[src/rtl/pmod_byte_receiver.sv]
// rtl/pmod_byte_receiver.sv - single-wire PMOD byte link receiver with hex 7-segment display
module pmod_byte_receiver #(
    parameter int unsigned CLKS_PER_BIT = 2
) (
    input  logic       i_Clk,
    input  logic       i_Reset,
    input  logic       i_PMOD_1,
    output logic [7:0] o_Data,
    output logic       o_Valid,
    output logic       o_Frame_Err,
    output logic [6:0] o_Segment1,
    output logic [6:0] o_Segment2
);

    localparam logic [7:0] MID  = 8'((CLKS_PER_BIT - 1) / 2);
    localparam logic [7:0] LAST = 8'(CLKS_PER_BIT - 1);

    typedef enum logic [2:0] {
        IDLE,
        START,
        DATA,
        STOP,
        WAIT_IDLE
    } state_t;

    function automatic logic [6:0] hex_to_seg(input logic [3:0] nib);
        logic [6:0] seg;
        case (nib)
            4'h0: seg = 7'h40;
            4'h1: seg = 7'h79;
            4'h2: seg = 7'h24;
            4'h3: seg = 7'h30;
            4'h4: seg = 7'h19;
            4'h5: seg = 7'h12;
            4'h6: seg = 7'h02;
            4'h7: seg = 7'h78;
            4'h8: seg = 7'h00;
            4'h9: seg = 7'h10;
            4'hA: seg = 7'h08;
            4'hB: seg = 7'h03;
            4'hC: seg = 7'h46;
            4'hD: seg = 7'h21;
            4'hE: seg = 7'h06;
            default: seg = 7'h0E;
        endcase
        return seg;
    endfunction

    state_t     state_q, state_d;
    logic       sync1_q, sync1_d;
    logic       sync2_q, sync2_d;
    logic [7:0] clk_cnt_q, clk_cnt_d;
    logic [2:0] bit_idx_q, bit_idx_d;
    logic [7:0] shift_q, shift_d;
    logic [7:0] data_q, data_d;
    logic       valid_q, valid_d;
    logic       frame_err_q, frame_err_d;
    logic [6:0] seg1_q, seg1_d;
    logic [6:0] seg2_q, seg2_d;
    logic       rx;

    assign rx = sync2_q;

    always_comb begin
        state_d     = state_q;
        sync1_d     = i_PMOD_1;
        sync2_d     = sync1_q;
        clk_cnt_d   = clk_cnt_q;
        bit_idx_d   = bit_idx_q;
        shift_d     = shift_q;
        data_d      = data_q;
        valid_d     = 1'b0;
        frame_err_d = frame_err_q;
        seg1_d      = seg1_q;
        seg2_d      = seg2_q;

        case (state_q)
            IDLE: begin
                if (!rx) begin
                    state_d   = START;
                    clk_cnt_d = 8'd0;
                end
            end
            START: begin
                if (clk_cnt_q == MID) begin
                    clk_cnt_d = 8'd0;
                    bit_idx_d = 3'd0;
                    state_d   = rx ? IDLE : DATA;
                end else begin
                    clk_cnt_d = clk_cnt_q + 8'd1;
                end
            end
            DATA: begin
                if (clk_cnt_q == LAST) begin
                    clk_cnt_d          = 8'd0;
                    shift_d[bit_idx_q] = rx;
                    if (bit_idx_q == 3'd7) begin
                        state_d = STOP;
                    end else begin
                        bit_idx_d = bit_idx_q + 3'd1;
                    end
                end else begin
                    clk_cnt_d = clk_cnt_q + 8'd1;
                end
            end
            STOP: begin
                if (clk_cnt_q == LAST) begin
                    clk_cnt_d = 8'd0;
                    if (rx) begin
                        data_d      = shift_q;
                        valid_d     = 1'b1;
                        frame_err_d = 1'b0;
                        seg1_d      = hex_to_seg(shift_q[7:4]);
                        seg2_d      = hex_to_seg(shift_q[3:0]);
                        state_d     = IDLE;
                    end else begin
                        frame_err_d = 1'b1;
                        state_d     = WAIT_IDLE;
                    end
                end else begin
                    clk_cnt_d = clk_cnt_q + 8'd1;
                end
            end
            WAIT_IDLE: begin
                // A line stuck low must go high before another start edge is accepted.
                if (rx) begin
                    state_d = IDLE;
                end
            end
            default: state_d = IDLE;
        endcase
    end

    always_ff @(posedge i_Clk) begin
        if (i_Reset) begin
            state_q     <= IDLE;
            sync1_q     <= 1'b1;
            sync2_q     <= 1'b1;
            clk_cnt_q   <= 8'd0;
            bit_idx_q   <= 3'd0;
            shift_q     <= 8'd0;
            data_q      <= 8'd0;
            valid_q     <= 1'b0;
            frame_err_q <= 1'b0;
            seg1_q      <= 7'h40;
            seg2_q      <= 7'h40;
        end else begin
            state_q     <= state_d;
            sync1_q     <= sync1_d;
            sync2_q     <= sync2_d;
            clk_cnt_q   <= clk_cnt_d;
            bit_idx_q   <= bit_idx_d;
            shift_q     <= shift_d;
            data_q      <= data_d;
            valid_q     <= valid_d;
            frame_err_q <= frame_err_d;
            seg1_q      <= seg1_d;
            seg2_q      <= seg2_d;
        end
    end

    assign o_Data      = data_q;
    assign o_Valid     = valid_q;
    assign o_Frame_Err = frame_err_q;
    assign o_Segment1  = seg1_q;
    assign o_Segment2  = seg2_q;

endmodule

[config.mk]
export PLATFORM = sky130hd
export DESIGN_NAME = pmod_byte_receiver
export DESIGN_NICKNAME = d
export VERILOG_FILES = /design/src/rtl/pmod_byte_receiver.sv
export SDC_FILE = /design/constraint.sdc
export NUM_CORES = 1
export LEC_CHECK = 0
export ABC_AREA = 1
export ABC_CLOCK_PERIOD_IN_PS = 1790
export CORE_UTILIZATION = 51
export CTS_BUF_LIST = sky130_fd_sc_hd__clkbuf_2 sky130_fd_sc_hd__clkbuf_4 sky130_fd_sc_hd__clkbuf_8
export DETAILED_ROUTE_END_ITERATION = 12
export MAX_ROUTING_LAYER = met4
export PLACE_DENSITY = 0.73
export SYNTH_ARGS = -nofsm -noshare
export SYNTH_HDL_FRONTEND = slang
export SYNTH_SLANG_ARGS = --single-unit
export TNS_END_PERCENT = 100
[constraint.sdc]
create_clock -name i_Clk -period 1.79 [get_ports i_Clk]
set_input_delay 0.4475 -clock i_Clk [delete_from_list [all_inputs] [get_ports i_Clk]]
set_output_delay 0.4475 -clock i_Clk [all_outputs]
set_load 0.01 [all_outputs]
==> metrics.txt, run 1 <==
part of the Yosys area used for sequential elements=0.370; number of routed nets with antenna violations=0; family with the most delay on the worst path=buffers and inverters; Final Hold Fails=0; Die X=73.3 um; final estimated routing congestion in global placement=0.897; number of hold buffers added after CTS=0; cell count of the worst reg-to-reg path=8; critical-path maximum fanout=2; source of the critical timing path=o_Segment2[6]; worst slew pin tran=0.395 ns; pin count of the biggest net entering global routing=41; antenna violations before repair=0; number of synthesized flops with an enable pin=0; Reg-to-Reg Start=clk_cnt_q[0]; clock latency on the worst-skew pair=0.29 ns; ant diodes=0; time the worst path needs with I/O delays and setup=1.64 ns; Setup CP Type=flip-flop to output pin; Final TNS setup=0 ns; number of fillers in the final layout=474; Top-Level Pins=27; effective utilization at floorplan=0.539; count of input and output buffers=26; cell at the root of the clock tree=clkbuf_8; total nets after synthesis=393; routed length per instance=10.6 um; sequential cell area=961 um^2; Final Cycle Share=0.914; remaining global-route overflow=0; die height=73.3 um; area share of the leading cell type in the synthesized netlist=0.370; top achievable clock speed=611 MHz; area leader, netlist=dfxtp_1; Post-CTS Resized=0; data required time of the critical path=1.34 ns; drt initial violations=129; total via count after detailed routing=2333; drt via density=5.00; type of the most critical hold path=flip-flop to flip-flop; worst hold path depth=1; number of register bits inferred by synthesis=48; Arrival @ worst endpoint=1.19 ns; total length of routed wires=4950 um; Critical Path End Type=output pin; max_slew headroom=0.734; top_reg_cell synth=dfxtp_1; Cells after Synth=373; number of warnings reported in the yosys synthesis log=0; PD cells=929 mW/mm^2; post-synthesis cell area=0.00259 mm^2; async set-or-reset flop fraction in the synthesized netlist=0; Reg-to-Reg End=o_Segment1[2]; level count of the clock H-tree=2; post-DP HPWL=3740 um; final max-slew violation count=0; global-route wire length before repair=8580 um; signed area change from the synthesized netlist to the final layout=16.8%; run status=finished, final reports clean; total routing usage reported by global routing=0.207; row count=25; largest clock skew in the final design=0.00667 ns; Max Cap Violations=0; vias in the first global route=1957; leakage=0.00134 uW; clock buffer depth=2; cts bufs inserted=5; Synth cell types=30; residual DRC count=0; post-synthesis area per instance=6.96 um^2; Post-CTS Setup Repair Bufs=0; most common library cells after synthesis=nand2_1 (94), nand3_1 (49), dfxtp_1 (48), nor2_1 (37), inv_1 (35); endpoints failing setup=0; layout cell share with drive strength beyond 1=0.0850; leading cell types by total area after synthesis=dfxtp_1 (37%), nand2_1 (14%), nand3_1 (9.5%); core box area=0.00482 mm^2; buffering stage count on the worst path with inverters included=1; cell at the slowest stage of the critical path=clkdlybuf4s50_1; Die ar.=0.00538 mm^2; slack of the worst reg-to-reg path=0.24 ns; Worst Hold Margin=0.414 ns; VDD IR-drop max=0.000664 V; most used standard cell by instance count after synthesis=nand2_1; clk slew on worst S/H paths=0.08 ns; area taken by multi-input logic gates=0.00143 mm^2; TritonCTS Sinks=48; cell count along the critical path=1; cell chain of the critical path=clkdlybuf4s50_1; startpoint type of the worst setup path=flip-flop; capturing element of the worst setup path=o_Segment2[6]; first drt pass iteration count=5; clock tree from TritonCTS=done; delay of the slowest cell on the worst path=0.54 ns; number of nets in the layout=420; unrepaired setup endpoints after global routing=no
==> metal layers <==
metal / part of all wire / GRT usage / vias up
li1: - / - / 1263
met1: 0.48 / 0.264 / 1011
met2: 0.47 / 0.330 / 55
met3: 0.042 / 0.0384 / 4
met4: 0.012 / 0.0705 / 0
met5: 0 / - / -
==> worst register-to-register path: stages (launching register included) <==
cell,delay (ns)
dfxtp_1,0.41
ha_1,0.21
nand3_1,0.10
nor2_2,0.19
nand3_2,0.12
nor2_2,0.16
buf_12,0.16
nand3_1,0.08
nand2_1,0.07
==> cell usage in the layout (no fill, tap or decap), drive strengths merged <==
cell type	n
nand4	3
xor2	1
nand2	98
inv	36
o211ai	7
clkdlybuf4s50	26
ha	17
dfxtp	48
o211a	1
a21oi	15
clkbuf	6
nor3	5
nor2	47
a31o	1
nand3	51
o21ai	25
o21bai	1
buf	6
xnor2	1
or2	2
clkinv	3
==> cell families (layout without fill, tap and decap cells) <==
group,count (synthesis),in the layout,share of synthesized area
and+or+nand+nor,206,206,0.354
DFF,48,48,0.370
xor gates and xnor gates,2,2,0.00675
adders and majority gates,17,17,0.0820
buffers and inverters,50,77,0.0776
AOI/OAI and AO/OA,50,50,0.109
==> metrics by stage <==
step / cells / cell area, um^2 / power (uW) / setup WS, ns / utilization
floorplan: 373 / 2590 / 2040 / 0.461 / -
global placement: 460 / 2950 / 2220 / 0.265 / 0.612
detailed placement: 460 / 2950 / 2230 / 0.224 / 0.612
CTS: 467 / 3030 / 2850 / 0.131 / 0.629
global route: 467 / 3030 / 3040 / 0.0814 / 0.629
finish: 467 / 3030 / 2820 / 0.154 / 0.629
==> how the worst min path moves through the flow <==
stage	start	to	slack [ns]
floorplan	sync1_q	rx	0.39
global placement	sync1_q	rx	0.40
detailed placement	sync1_q	rx	0.41
CTS	sync1_q	rx	0.42
global route	sync1_q	rx	0.43
finish	sync1_q	rx	0.41
==> final cells by class <==
cell class | instances | share of cell area
clock buffer | 6 | 0.0252
clock inverter | 1 | 0.00165
inverter | 38 | 0.0470
multi-input combinational | 275 | 0.473
sequential | 48 | 0.317
tap | 67 | 0.0277
timing repair buffer | 32 | 0.109
==> flip-flops by register name, summed over array words and instances, names as in the netlist <==
| name | count |
|---|---|
| sync1_q | 1 |
| o_Valid | 1 |
| shift_q | 8 |
| clk_cnt_q | 8 |
| o_Data | 8 |
| o_Frame_Err | 1 |
| bit_idx_q | 3 |
| rx | 1 |
| o_Segment1 | 7 |
| state_q | 3 |
| o_Segment2 | 7 |
==> power breakdown <==
part	total [uW]	switching [uW]	internal, uW	leakage, uW
Clock	608	327	281	0.0000445
Combinational	968	639	329	0.000905
Sequential	1240	94.2	1150	0.000388
No activity file was read; power rests on OpenSTA's default activity.
==> inputs of run 2 (changes only) <==
- ABC_AREA: 1 -> unset
- ABC_CLOCK_PERIOD_IN_PS: 1790 -> 2100
- CORE_MARGIN: unset -> 4
- clock period: 1.79 -> 2.1 ns (I/O delays scaled with it)
==> metrics.txt, run 2 <==
run status=finished, final reports clean; row count=25; endpoints failing setup=0; layout cell share with drive strength beyond 1=0.123; post-synthesis area per instance=9.06 um^2; VDD IR-drop max=0.000299 V; vias in the first global route=1906; number of routed nets with antenna violations=0; number of synthesized flops with an enable pin=0; drt initial violations=133; PD cells=551 mW/mm^2; Die X=78.7 um; Cells after Synth=281; Placed Instances=368; clk slew on worst S/H paths=0.09 ns; most common cell after layout, fill and taps aside=dfxtp_1; startpoint type of the worst setup path=flip-flop; final max-slew violation count=0; routed length per instance=13.1 um; Max Cap Violations=0; max_slew headroom=0.634; drt via density=5.43; Post-CTS Resized=0; Setup CP Type=flip-flop to flip-flop; time the worst path needs with I/O delays and setup=1.95 ns; clock buffer depth=2; TritonCTS Sinks=48; area leader, netlist=dfxtp_1; Final TNS setup=0 ns; leakage=0.00111 uW; most common library cells after synthesis=dfxtp_1 (48), nand2_1 (22), a21oi_1 (17), ha_1 (17), nor2_1 (17); type of the most critical hold path=flip-flop to flip-flop; non-filler cells, final=376; async set-or-reset flop fraction in the synthesized netlist=0; part of the Yosys area used for sequential elements=0.377; unrepaired setup endpoints after global routing=no; Critical Path End Type=flip-flop; post-synthesis cell area=0.00255 mm^2; pin count of the biggest net entering global routing=24; die height=78.7 um; total length of routed wires=4940 um; remaining global-route overflow=0; Worst Hold Margin=0.419 ns; residual DRC count=0; Die ar.=0.00619 mm^2; post-DP HPWL=3440 um; antenna violations before repair=0; Post-CTS Setup Repair Bufs=0; critical-path maximum fanout=13; most frequent cells in the layout=dfxtp_1 (48), clkdlybuf4s50_1 (26), nand2_1 (22); core box area=0.00479 mm^2; number of nets in the layout=328; effective utilization at floorplan=0.532; number of hold buffers added after CTS=0; most used standard cell by instance count after synthesis=dfxtp_1; Final Cycle Share=0.929; level count of the clock H-tree=2; cts bufs inserted=5; Top-Level Pins=27; total routing usage reported by global routing=0.178; clock latency on the worst-skew pair=0.31 ns; final estimated routing congestion in global placement=0.869; area share of the leading cell type in the synthesized netlist=0.377; total nets after synthesis=301; Arrival @ worst endpoint=2.21 ns; signed area change from the synthesized netlist to the final layout=18.3%; first drt pass iteration count=4; Final Hold Fails=0; top_reg_cell synth=dfxtp_1; global-route wire length before repair=8710 um; top achievable clock speed=512 MHz; cell at the root of the clock tree=clkbuf_8; ant diodes=0; data required time of the critical path=2.36 ns; number of register bits inferred by synthesis=48; total via count after detailed routing=2043; largest clock skew in the final design=0.00582 ns; worst slew pin tran=0.549 ns; leading cell types by total area after synthesis=dfxtp_1 (38%), ha_1 (8.4%), a21oi_1 (3.3%); number of warnings reported in the yosys synthesis log=0; clock tree from TritonCTS=done; Synth cell types=57; count of input and output buffers=26
## run 2: cell count changes after synthesis, moves of 7 or more
| cell | change |
|---|---|
| nor2_1 | -20 |
| inv_1 | -24 |
| o21ai_1 | +7 |
| nand3_1 | -36 |
| nand2_1 | -72 |
| mux2i_1 | +7 |
| nor2_2 | -8 |
| a22o_1 | +9 |
## run 2: cell families (layout without fill, tap and decap cells)
logic type,after synthesis,count (layout),synth area share
compound gates,75,75,0.198
xor+xnor,1,1,0.00344
fa+ha+maj,17,17,0.0835
buf+inv,29,57,0.0560
flops,48,48,0.377
mux,14,14,0.0673
simple gates,97,97,0.215
## run 2: worst max-delay path, cell delays in order (launching register included)
cell      delay (ns)
dfxtp_1         0.34
inv_1           0.08
ha_1            0.23
and3b_2         0.28
nand4_2         0.14
or3b_4          0.51
clkinv_2        0.17
a22o_1          0.15
## run 2: metal layers
layer  vias to the layer above  share of wire  track usage
li1                       1073              -            -
met1                       930           0.50        0.222
met2                        33           0.45        0.284
met3                         7          0.036       0.0310
met4                         0          0.015       0.0769
met5                         -              0            -
## run 2: layout make-up
type,count,area (um^2)
clock buffer,5,68.8
clock inverter,3,46.3
fill,430,1770
inverter,12,46.3
multi-input combinational,204,1450
sequential,48,961
tap,67,83.8
timing repair buffer,37,355
## run 2: where the power goes
part           switching (uW)  internal [uW]
logic                    27.9           23.1
registers                4.35            912
clock network             332            359
total                     365           1290
## run 2: worst paths after layout
| check | start | to | slack, ns | cells after the start |
|---|---|---|---|---|
| hold reg to reg | sync1_q | rx | 0.42 | 1 |
| setup / recovery | clk_cnt_q[1] | o_Segment2[3] | 0.15 | 7 |
| hold / removal | sync1_q | rx | 0.42 | 1 |
| setup reg to reg | clk_cnt_q[1] | o_Segment2[3] | 0.15 | 7 |
## run 2: metrics by stage
stage	area (um^2)	power (uW)	utilization	setup slack, ns
6_report	3010	1660	0.629	0.148
3_5_place_dp	2900	989	0.605	0.0443
5_1_grt	3010	1710	0.629	0.00651
4_1_cts	3010	1670	0.629	0.123
2_1_floorplan	2550	964	-	0.412
3_3_place_gp	2900	988	0.605	0.0386
==> inputs of run 3 (changes only) <==
- CORE_UTILIZATION: 51 -> 35
- PLACE_DENSITY: 0.73 -> unset
==> metrics.txt, run 3 (synthesis results as in run 2) <==
first drt pass iteration count=4; worst slew pin tran=0.563 ns; most frequent cells in the layout=dfxtp_1 (48), clkdlybuf4s50_1 (26), nand2_1 (22); Top-Level Pins=27; number of nets in the layout=329; delay of the slowest cell on the worst path=0.51 ns; pin count of the biggest net entering global routing=24; clock latency on the worst-skew pair=0.30 ns; largest clock skew in the final design=0.00589 ns; ant diodes=0; Final TNS setup=0 ns; cell at the root of the clock tree=clkbuf_8; layout cell share with drive strength beyond 1=0.126; PD cells=540 mW/mm^2; worst hold path depth=1; Total Power Consumption=1650 uW; Arrival @ worst endpoint=2.20 ns; count of input and output buffers=26; clock tree from TritonCTS=done; cell chain of the critical path=ha_1, and3b_2, nand4_2, or3b_4, buf_4, o21ai_1; most common cell after layout, fill and taps aside=dfxtp_1; total routing usage reported by global routing=0.130; setup ws final=0.140 ns; drt initial violations=96; Max Cap Violations=0; Final Hold Fails=0; Post-CTS Resized=0; drt via density=5.15; VDD IR-drop max=0.000212 V; Setup CP Type=flip-flop to flip-flop; Worst Hold Margin=0.416 ns; top achievable clock speed=510 MHz; row count=30; remaining global-route overflow=0; cell count along the critical path=6; max_slew headroom=0.624; critical-path maximum fanout=8; startpoint type of the worst setup path=flip-flop; effective utilization at floorplan=0.367; vias in the first global route=1914; run status=finished, final reports clean; number of routed nets with antenna violations=0; pre-CTS setup slack=0.0558 ns; cts bufs inserted=5; total length of routed wires=5300 um; endpoints failing setup=0; type of the most critical hold path=flip-flop to flip-flop; level count of the clock H-tree=2; clock buffer depth=2; data required time of the critical path=2.34 ns; family with the most delay on the worst path=simple AND/OR/NAND/NOR gates; TritonCTS Sinks=48; post-DP HPWL=3790 um; Critical Path End Type=flip-flop; Die ar.=0.00870 mm^2; unrepaired setup endpoints after global routing=no; clk slew on worst S/H paths=0.09 ns; residual DRC count=0; leakage=0.00111 uW; routed length per instance=13.1 um; total via count after detailed routing=2091; Die X=93.3 um; buffering stage count on the worst path with inverters included=1; number of hold buffers added after CTS=0; Final Cycle Share=0.933; cell count of the worst reg-to-reg path=6; die height=93.3 um; cell at the slowest stage of the critical path=or3b_4; global-route wire length before repair=9200 um; time the worst path needs with I/O delays and setup=1.96 ns; core box area=0.00694 mm^2; final max-slew violation count=0; antenna violations before repair=0; signed area change from the synthesized netlist to the final layout=20.0%; final estimated routing congestion in global placement=0.762
[run 3: cell types whose count changed in the layout (fill, tap and decap cells not counted), sizes merged]
cell | before | now
buf | 11 | 12
[run 3: worst paths after layout]
| check | to | start | slack [ns] |
|---|---|---|---|
| max | o_Segment2[5] | clk_cnt_q[0] | 0.14 |
| min | rx | sync1_q | 0.42 |
| max reg2reg | o_Segment2[5] | clk_cnt_q[0] | 0.14 |
| min reg2reg | rx | sync1_q | 0.42 |
[run 3: repair_timing]
item,in CTS,in global routing
endpoints found under the hold margin,0,0
endpoints found under the setup margin,0,10
buffers inserted,0,3
[run 3: through the flow]
step,std cells,cell area (um^2),util
2_1_floorplan,281,2550,-
6_report,406,3060,0.440
3_5_place_dp,395,2920,0.420
3_3_place_gp,395,2920,0.420
5_1_grt,406,3060,0.440
4_1_cts,403,3030,0.437
[run 3: power breakdown]
part / switching, uW / leakage [uW] / internal (uW)
sequential: 4.03 / 0.000387 / 912
combinational: 28.6 / 0.000668 / 20.9
clock: 325 / 0.0000548 / 359
[run 3: final cells by class]
cell class | instances | area [um^2]
clock inverters | 3 | 46.3
inverters | 12 | 46.3
well taps | 96 | 120
flip-flops and latches | 48 | 961
repair buffers | 38 | 363
fillers | 676 | 3890
multi-input cells | 204 | 1450
clock buffers | 5 | 68.8
[run 3: layer usage]
metal	wire length, um	vias up	track usage
met2	2470	35	0.209
met3	197	2	0.0274
met1	2620	979	0.172
met5	0	-	-
li1	-	1075	-
met4	22	0	0.0244
